--- src/rtl/pc_fetch_sequencer.sv ---
// Next-PC and hold control for the program-counter register: boot vector, sequential
// fetch, branch/jump redirects, hazard stalls, imem wait with timeout, and halt.
module pc_fetch_sequencer #(
  parameter int PC_W        = 8,
  parameter int RESET_VEC   = 0,
  parameter int INC         = 1,
  parameter int BOOT_CYCLES = 2,
  parameter int MAX_WAIT    = 15
) (
  input  logic            clock,
  input  logic            reset,
  input  logic [PC_W-1:0] pc_cur,
  input  logic            branch_taken,
  input  logic [PC_W-1:0] branch_target,
  input  logic            jump,
  input  logic [PC_W-1:0] jump_target,
  input  logic            stall_req,
  input  logic            imem_ready,
  input  logic            halt_req,
  input  logic            resume,
  output logic [31:0]     pc_next,
  output logic            pc_hold,
  output logic            fetch_valid,
  output logic [1:0]      fsm_state,
  output logic            timeout_err
);

  typedef enum logic [1:0] {
    ST_BOOT  = 2'd0,
    ST_FETCH = 2'd1,
    ST_WAIT  = 2'd2,
    ST_HALT  = 2'd3
  } state_t;

  localparam int BW = $clog2(BOOT_CYCLES + 1);
  localparam int WW = $clog2(MAX_WAIT + 1);
  localparam logic [PC_W-1:0] VEC   = PC_W'(RESET_VEC);
  localparam logic [PC_W-1:0] INC_V = PC_W'(INC);

  state_t          state;
  logic [BW-1:0]   boot_cnt;
  logic [WW-1:0]   wait_cnt;
  logic            pending_valid;
  logic [PC_W-1:0] pending_target;

  logic            accept;
  logic            advance;
  logic [PC_W-1:0] sel_pc;
  logic [PC_W-1:0] next_pc;

  assign fsm_state = state;
  assign pc_next   = 32'(next_pc);

  // WAIT with imem_ready behaves exactly like an accepting FETCH cycle.
  always_comb begin
    accept      = ((state == ST_FETCH) || (state == ST_WAIT)) && imem_ready;
    advance     = accept && !halt_req && !stall_req;
    sel_pc      = pc_cur + INC_V;
    if (pending_valid) sel_pc = pending_target;
    if (branch_taken)  sel_pc = branch_target;
    if (jump)          sel_pc = jump_target;
    next_pc     = pc_cur;
    pc_hold     = 1'b1;
    fetch_valid = 1'b0;
    if (!reset) begin
      next_pc = VEC;
    end else if (state == ST_BOOT) begin
      next_pc = VEC;
      pc_hold = 1'b0;
    end else begin
      fetch_valid = accept;
      pc_hold     = !advance;
      if (advance) next_pc = sel_pc;
    end
  end

  always_ff @(posedge clock or negedge reset) begin
    if (!reset) begin
      state          <= ST_BOOT;
      boot_cnt       <= '0;
      wait_cnt       <= '0;
      pending_valid  <= 1'b0;
      pending_target <= '0;
      timeout_err    <= 1'b0;
    end else begin
      // Redirects seen while the PC is held are parked; any advance consumes them.
      if (pc_hold && (jump || branch_taken)) begin
        pending_valid  <= 1'b1;
        pending_target <= jump ? jump_target : branch_target;
      end else if (advance) begin
        pending_valid  <= 1'b0;
      end

      case (state)
        ST_BOOT: begin
          if (boot_cnt == BW'(BOOT_CYCLES - 1)) begin
            boot_cnt <= '0;
            state    <= ST_FETCH;
          end else begin
            boot_cnt <= boot_cnt + BW'(1);
          end
        end
        ST_FETCH: begin
          if (!imem_ready) begin
            if (MAX_WAIT <= 1) begin
              timeout_err <= 1'b1;
              state       <= ST_HALT;
            end else begin
              wait_cnt <= WW'(1);
              state    <= ST_WAIT;
            end
          end else if (halt_req) begin
            state <= ST_HALT;
          end
        end
        ST_WAIT: begin
          if (imem_ready) begin
            wait_cnt <= '0;
            state    <= halt_req ? ST_HALT : ST_FETCH;
          end else if (wait_cnt >= WW'(MAX_WAIT - 1)) begin
            wait_cnt    <= '0;
            timeout_err <= 1'b1;
            state       <= ST_HALT;
          end else begin
            wait_cnt <= wait_cnt + WW'(1);
          end
        end
        ST_HALT: begin
          if (resume) state <= ST_FETCH;
        end
        default: state <= ST_BOOT;
      endcase
    end
  end

endmodule

--- config.mk ---
export PLATFORM = sky130hd
export DESIGN_NAME = pc_fetch_sequencer
export DESIGN_NICKNAME = d
export VERILOG_FILES = /design/src/rtl/pc_fetch_sequencer.sv
export SDC_FILE = /design/constraint.sdc
export NUM_CORES = 1
export LEC_CHECK = 0
export CORE_ASPECT_RATIO = 1.2
export CORE_MARGIN = 2
export CORE_UTILIZATION = 30
export CTS_CLUSTER_DIAMETER = 40
export DETAILED_ROUTE_END_ITERATION = 7
export GPL_TIMING_DRIVEN = 0
export HOLD_SLACK_MARGIN = 0.12
export PLACE_DENSITY = 0.64
export SLEW_MARGIN = 20
export SYNTH_ARGS = -nofsm -noshare
export SYNTH_HDL_FRONTEND = slang
export SYNTH_SLANG_ARGS = --single-unit
--- constraint.sdc ---
create_clock -name clock -period 2.3 [get_ports clock]
set_input_delay 0.345 -clock clock [delete_from_list [all_inputs] [get_ports clock]]
set_output_delay 0.345 -clock clock [all_outputs]
set_load 0.02 [all_outputs]
# After elaboration in Yosys (flattened, before gate mapping)
# Cells that the tools add are included.
word_totals:
  output_inout_bits: 37
  reg_bits: 18
  word_cells: 61
  input_bits: 32
op_classes:
  reduce_logical: 15
  eq_ne: 9
  n_bitwise: 1
  muxes: 26
  addsub: 3
  magnitude_cmp: 1
op_table:
  columns: ["operator", "n"]
  rows:
  - ["8-bit two-way mux", 7]
  - ["2-bit two-way mux", 8]
  - ["4-bit two-way mux", 3]
  - ["8-bit by 1-bit adder with 8-bit output (second input constant)", 1]
  - ["2-bit one-hot mux with 4 select lines", 1]
  - ["4-bit one-hot mux with 2 select lines", 1]
  - ["1-bit two-way mux", 6]
  - ["4-bit by 1-bit adder with 4-bit output (second input constant)", 1]
  - ["2-bit by 1-bit equality test with 1-bit output (second input constant)", 2]
  - ["2-bit equality test (second input constant)", 2]
  - ["4-bit >= comparator (second input constant)", 1]
  - ["1-bit logical AND", 4]
  - ["2-bit != test (second input constant)", 2]
  - ["4-bit AND reduction", 1]
  - ["2-bit nonzero test", 2]
  - ["1-bit zero test", 3]
  - ["3-bit by 2-bit != test with 1-bit output (second input constant)", 1]
  - ["3-bit != test (second input constant)", 1]
  - ["3-bit AND reduction", 1]
  - ["2-bit by 1-bit adder with 2-bit output (second input constant)", 1]
  - ["2-bit zero test", 1]
  - ["1-bit logical OR", 2]
  - ["2-bit by 1-bit != test with 1-bit output (second input constant)", 1]
  - ["2-bit AND reduction", 1]
  - ["1-bit inverter", 1]

# Logic depth before layout (Yosys ltp)
# Gate-level depths: netlist of the first run.
depth:
  word_depth: 10
  depth_mapped: 8
  depth_no_buf: 7

# Worst setup path before layout of the first run
# OpenSTA, ideal clock, no wires.
synth_timing:
  kind: "reg-to-output"
  start: "register state[0] (netlist: fsm_state[0])"
  end: "output pc_next[4]"
  path_buffers: 0
  required_ns: 1.955
  stages_incl_launch_ff: 6
  arrival_time_ns: 1.912
  path_slack_ns: 0.043
  cell_sequence: "dfrtp_1 > inv_1 > ha_1 > and4bb_2 > nand3_1 > o32ai_1"
synth_between:
  elab_chain_len: 8
  elab_cells_between_ends: 10
  classes_between: "eq/ne (2); mux (3); reduce/logical (5)"
synth_lines:
  columns: ["item", "line", "source"]
  rows:
  - ["start, declared", "40", "state_t state;"]
  - ["start signal, assigned", "119", "state <= halt_req ? ST_HALT : ST_FETCH;"]
  - ["2-bit by 1-bit equality test with 1-bit output or 2-bit equality test (tied branches)", "56", "accept = ((state == ST_FETCH) || (state == ST_WAIT)) && imem_ready;"]
  - ["1-bit logical OR", "56", null]
  - ["1-bit logical AND", "56", null]
  - ["1-bit logical AND (2 in series)", "57", "advance = accept && !halt_req && !stall_req;"]
  - ["8-bit two-way mux", "73", "if (advance) next_pc = sel_pc;"]
  - ["8-bit two-way mux (*)", "67", "end else if (state == ST_BOOT) begin"]
  - ["8-bit two-way mux (*)", "65", "if (!reset) begin"]
  - ["end, declared", "21", "output logic [31:0] pc_next,"]
# Mark *: on every way between the ends. The rest lies on a longest branch, timed or not.

# Worst setup path in the final report of the first run
layout_timing:
  start: "input pc_cur[5]"
  end: "output pc_next[6]"
layout_between:
  elab_chain_len: 7
layout_lines:
  columns: ["item", "line", "source"]
  rows:
  - ["start, declared", "12", "input logic [PC_W-1:0] pc_cur,"]
  - ["8-bit by 1-bit adder with 8-bit output", "58", "sel_pc = pc_cur + INC_V;"]
  - ["8-bit two-way mux", "59", "if (pending_valid) sel_pc = pending_target;"]
  - ["8-bit two-way mux", "60", "if (branch_taken) sel_pc = branch_target;"]
  - ["8-bit two-way mux", "61", "if (jump) sel_pc = jump_target;"]
  - ["8-bit two-way mux", "73", null]
  - ["8-bit two-way mux", "67", null]
  - ["8-bit two-way mux", "65", null]
# Every way passes these cells.

==> reports/results.tsv, run 1 <==
metric	value	unit
fin_skew	0.00678	ns
pre_cts_slack	-1.28	ns
nets	312	
fin_setup_tns	0	ns
firstDrtPassIters	4	
start_util	31.5	%
stdcell_area	0.00234	mm2
rrSetupSlack	0.39	ns
numPortBuffers	44	
hpwlAfterDp	3250	um
synth_cells	192	
fin_util	47.1	%
htreeDepth	1	
dieArea	0.00582	mm2
post_drt_wl_per_cell	13.6	um
n_antenna_cell	0	
clk_latency	0.26	ns
fin_cells	332	
gp_congestion	0.855	
grt_pass1_wl	7330	um
syn2layout_area_growth	49.7	%
synth_seq_cells	18	
cp_max_fo	5	
yosysSeqAreaShare	28.8	%
cts_tree	done	
placedCellCount	319	
postRouteAntennaNets	0	
hold_viol	0	
vias_per_cell	4.76	
finalCriticalPeriod	2.21	ns
root_buffer	clkbuf_8	
clkTransAtPathRegs	0.08	ns
syn_area_per_cell	8.16	um2
drcViolationCount	0	
slew_headroom	41.3	%
cts_made_buffers	3	
drv_cap	0	
setup_viol	0	
min_from	pending_target[0]	
ys_types	43	
ir_worst_vdd	0.648	mV
drtIter0Drc	90	
ios	69	
rr_startpoint	fsm_state[1]	
arrival	1.87	ns
startpoint_type	input port	
dr_total_vias	1579	
tightest_slew	0.878	ns
ys_async_sr_fraction	100	%
synth_edf_count	0	
std_cell_rows	28	
antenna_found_initial	0	
grt_pass1_vias	1527	
ys.flop_type	dfrtp_1	
netlist_area	0.00157	mm2
crit_type	in2out	
slew_viol_final	0	
track_usage	15.3	%
hp-class	reg2reg	
p_leak	1.18	nW
period_share	96.2	%
coreArea	0.00497	mm2
drt_wl_total	4510	um
drive_gt1_share	24.6	%
die_w	70.0	um
layout_setup_ws	0.0881	ns
power	1.66	mW
fmax	452	MHz
place_area	0.00217	mm2
yosys_warnings	0	
grt_max_degree	19	
hold_ws	0.487	ns
cp-startpoint	pc_cur[5]	
status	completed	
overflow	0	
die_y	83.2	um
clock_sinks	18	
cp.required	1.96	ns
clock_path_buffers	2	
power_density	706	mW/mm2
endpoint_kind	primary output	
[worst max-delay path: stages]
cell and delay [ns]:
clkdlybuf4s50_1 0.54, and3_1 0.17, nand3_1 0.09, xor2_1 0.15, a211oi_1 0.26, o21a_1 0.19, buf_6 0.12
[flip-flops by register name (all words and copies together) (netlist names)]
name            count
pending_target      8
wait_cnt            4
timeout_err         1
boot_cnt            2
fsm_state           2
pending_valid       1
[cells in the mapped netlist, types with 4 or more instances]
| cell type | n | share of area, % |
|---|---|---|
| buf_4 | 24 | 12 |
| nand2_1 | 24 | 5.8 |
| o21ai_0 | 23 | 7.3 |
| dfrtp_1 | 18 | 29 |
| a21oi_1 | 9 | 2.9 |
| inv_1 | 8 | 1.9 |
| mux2i_1 | 8 | 5.1 |
| ha_1 | 7 | 5.6 |
| nor2_1 | 6 | 1.4 |
| a31oi_1 | 5 | 2.0 |
| nand3_1 | 5 | 1.6 |
| a21boi_0 | 4 | 1.9 |
| buf_2 | 4 | 1.3 |
[metal layers]
layer / vias up / global-route usage (%) / wire [um]
met3: 7 / 3.40 / 348
li1: 802 / - / -
met2: 62 / 25.4 / 2140
met4: 0 / 4.02 / 63
met1: 708 / 19.9 / 1960
met5: - / 0 / 0
[report_power, final]
| group | switching, mW | leakage, nW | internal (mW) |
|---|---|---|---|
| registers | 0.0589 | 0.216 | 0.403 |
| logic | 0.496 | 0.937 | 0.432 |
| clock network | 0.114 | 0.0288 | 0.152 |
| total | 0.669 | 1.18 | 0.987 |
[placed cells by master (no fill, tap or decap), types with 3 or more instances in the layout]
master | Yosys | final
xor2_1 | 3 | 3
a31oi_1 | 5 | 5
nand3_1 | 5 | 4
buf_4 | 24 | 35
conb_1 | 1 | 24
dlymetal6s2s_1 | 0 | 7
inv_2 | 0 | 3
mux2i_1 | 8 | 8
o221a_2 | 3 | 3
inv_1 | 8 | 5
clkdlybuf4s50_1 | 0 | 25
dfrtp_1 | 18 | 18
buf_2 | 4 | 7
dlygate4sd2_1 | 0 | 3
a21boi_0 | 4 | 4
o21ai_0 | 23 | 21
nor3_1 | 3 | 3
nand2_1 | 24 | 24
o21ai_1 | 2 | 3
clkbuf_8 | 0 | 5
ha_1 | 7 | 5
nor2_1 | 6 | 6
xnor2_1 | 3 | 3
o21ai_2 | 2 | 3
a21oi_1 | 9 | 9
[layout make-up]
type                    instances  area, um2
flip-flops and latches         18        450
inverters                       9       35.0
plain buffers                  29        223
well taps                      60       75.1
fillers                       509       2630
clock buffers                   4       55.1
repair buffers                 53        497
multi-input cells             159       1010
[repair_timing]
item / CTS / global route
gates cloned: 0 / 1
pin swaps: 0 / 3
endpoints found under the hold margin: 18 / 0
hold buffers: 1 / 0
endpoints found under the setup margin: 10 / 9
gates resized for setup: 57 / 19
buffers inserted: 4 / 3
[logic make-up (layout without fill, tap and decap cells)]
kind of cell | after synthesis | after routing | synth area share [%]
buffers and inverters | 38 | 95 | 15.2
DFF | 18 | 18 | 28.8
AOI/OAI and AO/OA | 61 | 61 | 24.8
muxes | 8 | 8 | 5.11
adders and majority gates | 7 | 7 | 5.59
xor gates and xnor gates | 6 | 6 | 3.36
and+or+nand+nor | 53 | 53 | 17.0
other | 1 | 24 | 0.239
[path summary, 6_finish.rpt]
kind                                     end  depth (start not counted)
hold reg to reg            pending_target[0]                          2
min in group asynchronous        boot_cnt[1]                          2
setup reg to reg           pending_target[3]                          9
hold / removal             pending_target[0]                          2
max in group asynchronous      pending_valid                          2
setup / recovery                  pc_next[6]                          7
No activity file was read; power rests on OpenSTA's default activity.
==> run 2: changes to the inputs <==
SETUP_SLACK_MARGIN = 0.1   (was default)
SLEW_MARGIN = 15   (was 20)
==> run 2 against run 1 <==
Utilization up 1.6 points. Sequential share of layout area down 0.64 points. Register-to-register slack lost 0.09 ns. Combinational power increased by 9%. First-iteration DRC count shrank 43%. Final area increased by 3.5%. Sequential cell count is the same. Via count up 3.3%. Worst setup slack worse by 0.062 ns. Clock power hardly changed. Critical endpoint unchanged.
==> reports/results.tsv, run 2 (synthesis gave the netlist of run 1 again) <==
metric	value	unit
status	completed	
std_cell_rows	28	
cp-startpoint	fsm_state[1]	
hpwlAfterDp	3350	um
rrSetupSlack	0.30	ns
place_area	0.00218	mm2
drive_gt1_share	29.1	%
top_register	pending_target	
dr_total_vias	1631	
start_util	31.5	%
die_y	83.2	um
cts_tree	done	
setup_viol	0	
rr_startpoint	fsm_state[0]	
finalCriticalPeriod	2.27	ns
grt_max_degree	19	
ios	69	
p_leak	1.19	nW
clk_latency	0.26	ns
clock_path_buffers	2	
arrival	1.93	ns
crit_type	reg2out	
tightest_slew	0.879	ns
startpoint_type	flop	
syn2layout_area_growth	54.9	%
hold_viol	0	
root_buffer	clkbuf_8	
endpoint_kind	primary output	
slew_viol_final	0	
power	1.74	mW
htreeDepth	1	
track_usage	16.0	%
antenna_found_initial	0	
r2r-end	pending_target[3]	
period_share	98.9	%
largest_reg_flops	8	
overflow	0	
reg.largest.list	pending_target x8, wait_cnt x4	
drv_cap	0	
numPortBuffers	44	
final_common_cell	buf_4	
drcViolationCount	0	
slew_headroom	41.2	%
nFillCells	497	
n_antenna_cell	0	
vias_per_cell	4.77	
cts_made_buffers	3	
cp-endpoint	pc_next[6]	
rsz0062_at_grt	true	
cp.required	1.96	ns
fmax	440	MHz
grt_pass1_wl	7650	um
grt_pass1_vias	1672	
hp-class	reg2reg	
gp_congestion	0.811	
ir_worst_vdd	0.608	mV
fin_skew	0.00862	ns
dieArea	0.00582	mm2
clock_sinks	18	
post_drt_wl_per_cell	13.6	um
firstDrtPassIters	4	
die_w	70.0	um
coreArea	0.00497	mm2
stdcell_area	0.00243	mm2
multi_input_area	0.00102	mm2
power_density	717	mW/mm2
nets	322	
final_cell_mix	buf_4, clkdlybuf4s50_1, conb_1	
clkTransAtPathRegs	0.08	ns
postRouteAntennaNets	0	
drtIter0Drc	51	
drt_wl_total	4660	um
reg2reg_depth	10	
seq_area	450	um2
cp_max_fo	5	
[run 2: routing by layer]
layer	part of all wire [%]	routed length [um]	global-route usage, %
met1	44	2050	20.4
met2	49	2270	27.0
met3	6.4	298	3.28
met4	0.92	43	5.07
met5	0	0	0
[run 2: how the worst min path moves through the flow]
| stage | start | endpoint | slack (ns) | cells after the start |
|---|---|---|---|---|
| after global placement | pending_target[0] | pending_target[0] | 0.47 | 2 |
| after detailed placement | pending_target[1] | pending_target[1] | 0.47 | 2 |
| final | timeout_err | timeout_err | 0.48 | 2 |
| after CTS | pending_target[1] | pending_target[1] | 0.49 | 2 |
| after global routing | boot_cnt[0] | boot_cnt[0] | 0.51 | 1 |
| after floorplan | reset | boot_cnt[0] | 0.05 | 0 |
[run 2: through the flow]
step / util (%) / setup slack (ns) / TNS (ns) / hold slack (ns) / instances
2_1_floorplan: - / 0.132 / 0 / 0.0494 / 215
3_3_place_gp: 43.7 / -1.29 / -11.13 / 0.466 / 319
3_5_place_dp: 43.7 / -1.32 / -11.44 / 0.472 / 319
4_1_cts: 48.0 / -0.000954 / -0.000954 / 0.489 / 340
5_1_grt: 48.8 / -0.0510 / -0.125 / 0.508 / 342
6_report: 48.8 / 0.0263 / 0 / 0.480 / 342
[run 2: cell type report]
type | instances | area share (%)
multi-input cells | 159 | 42.0
repair buffers | 63 | 23.5
flip-flops and latches | 18 | 18.6
plain buffers | 29 | 9.18
well taps | 60 | 3.09
clock buffers | 4 | 2.27
inverters | 9 | 1.44
[run 2: where the power goes]
group	switching, mW	internal (mW)
Combinational	0.527	0.485
Clock	0.113	0.152
Sequential	0.0589	0.403
[run 2: repair_timing]
action | 4_1_cts | 5_1_grt
gates cloned | 1 | 0
hold endpoints to repair | 18 | 0
setup endpoints to repair | 10 | 9
pin swaps | 7 | 5
resized for setup | 75 | 16
hold buffers | 1 | 0
setup buffers | 15 | 3
[run 2: worst max-delay path: stages, from the launching register on]
cell and delay, ns:
dfrtp_1 0.37, inv_2 0.06, ha_4 0.27, and4bb_4 0.29, buf_6 0.11, buf_6 0.10
o21ai_2 0.05, a21oi_1 0.14, o21a_1 0.16, buf_6 0.12
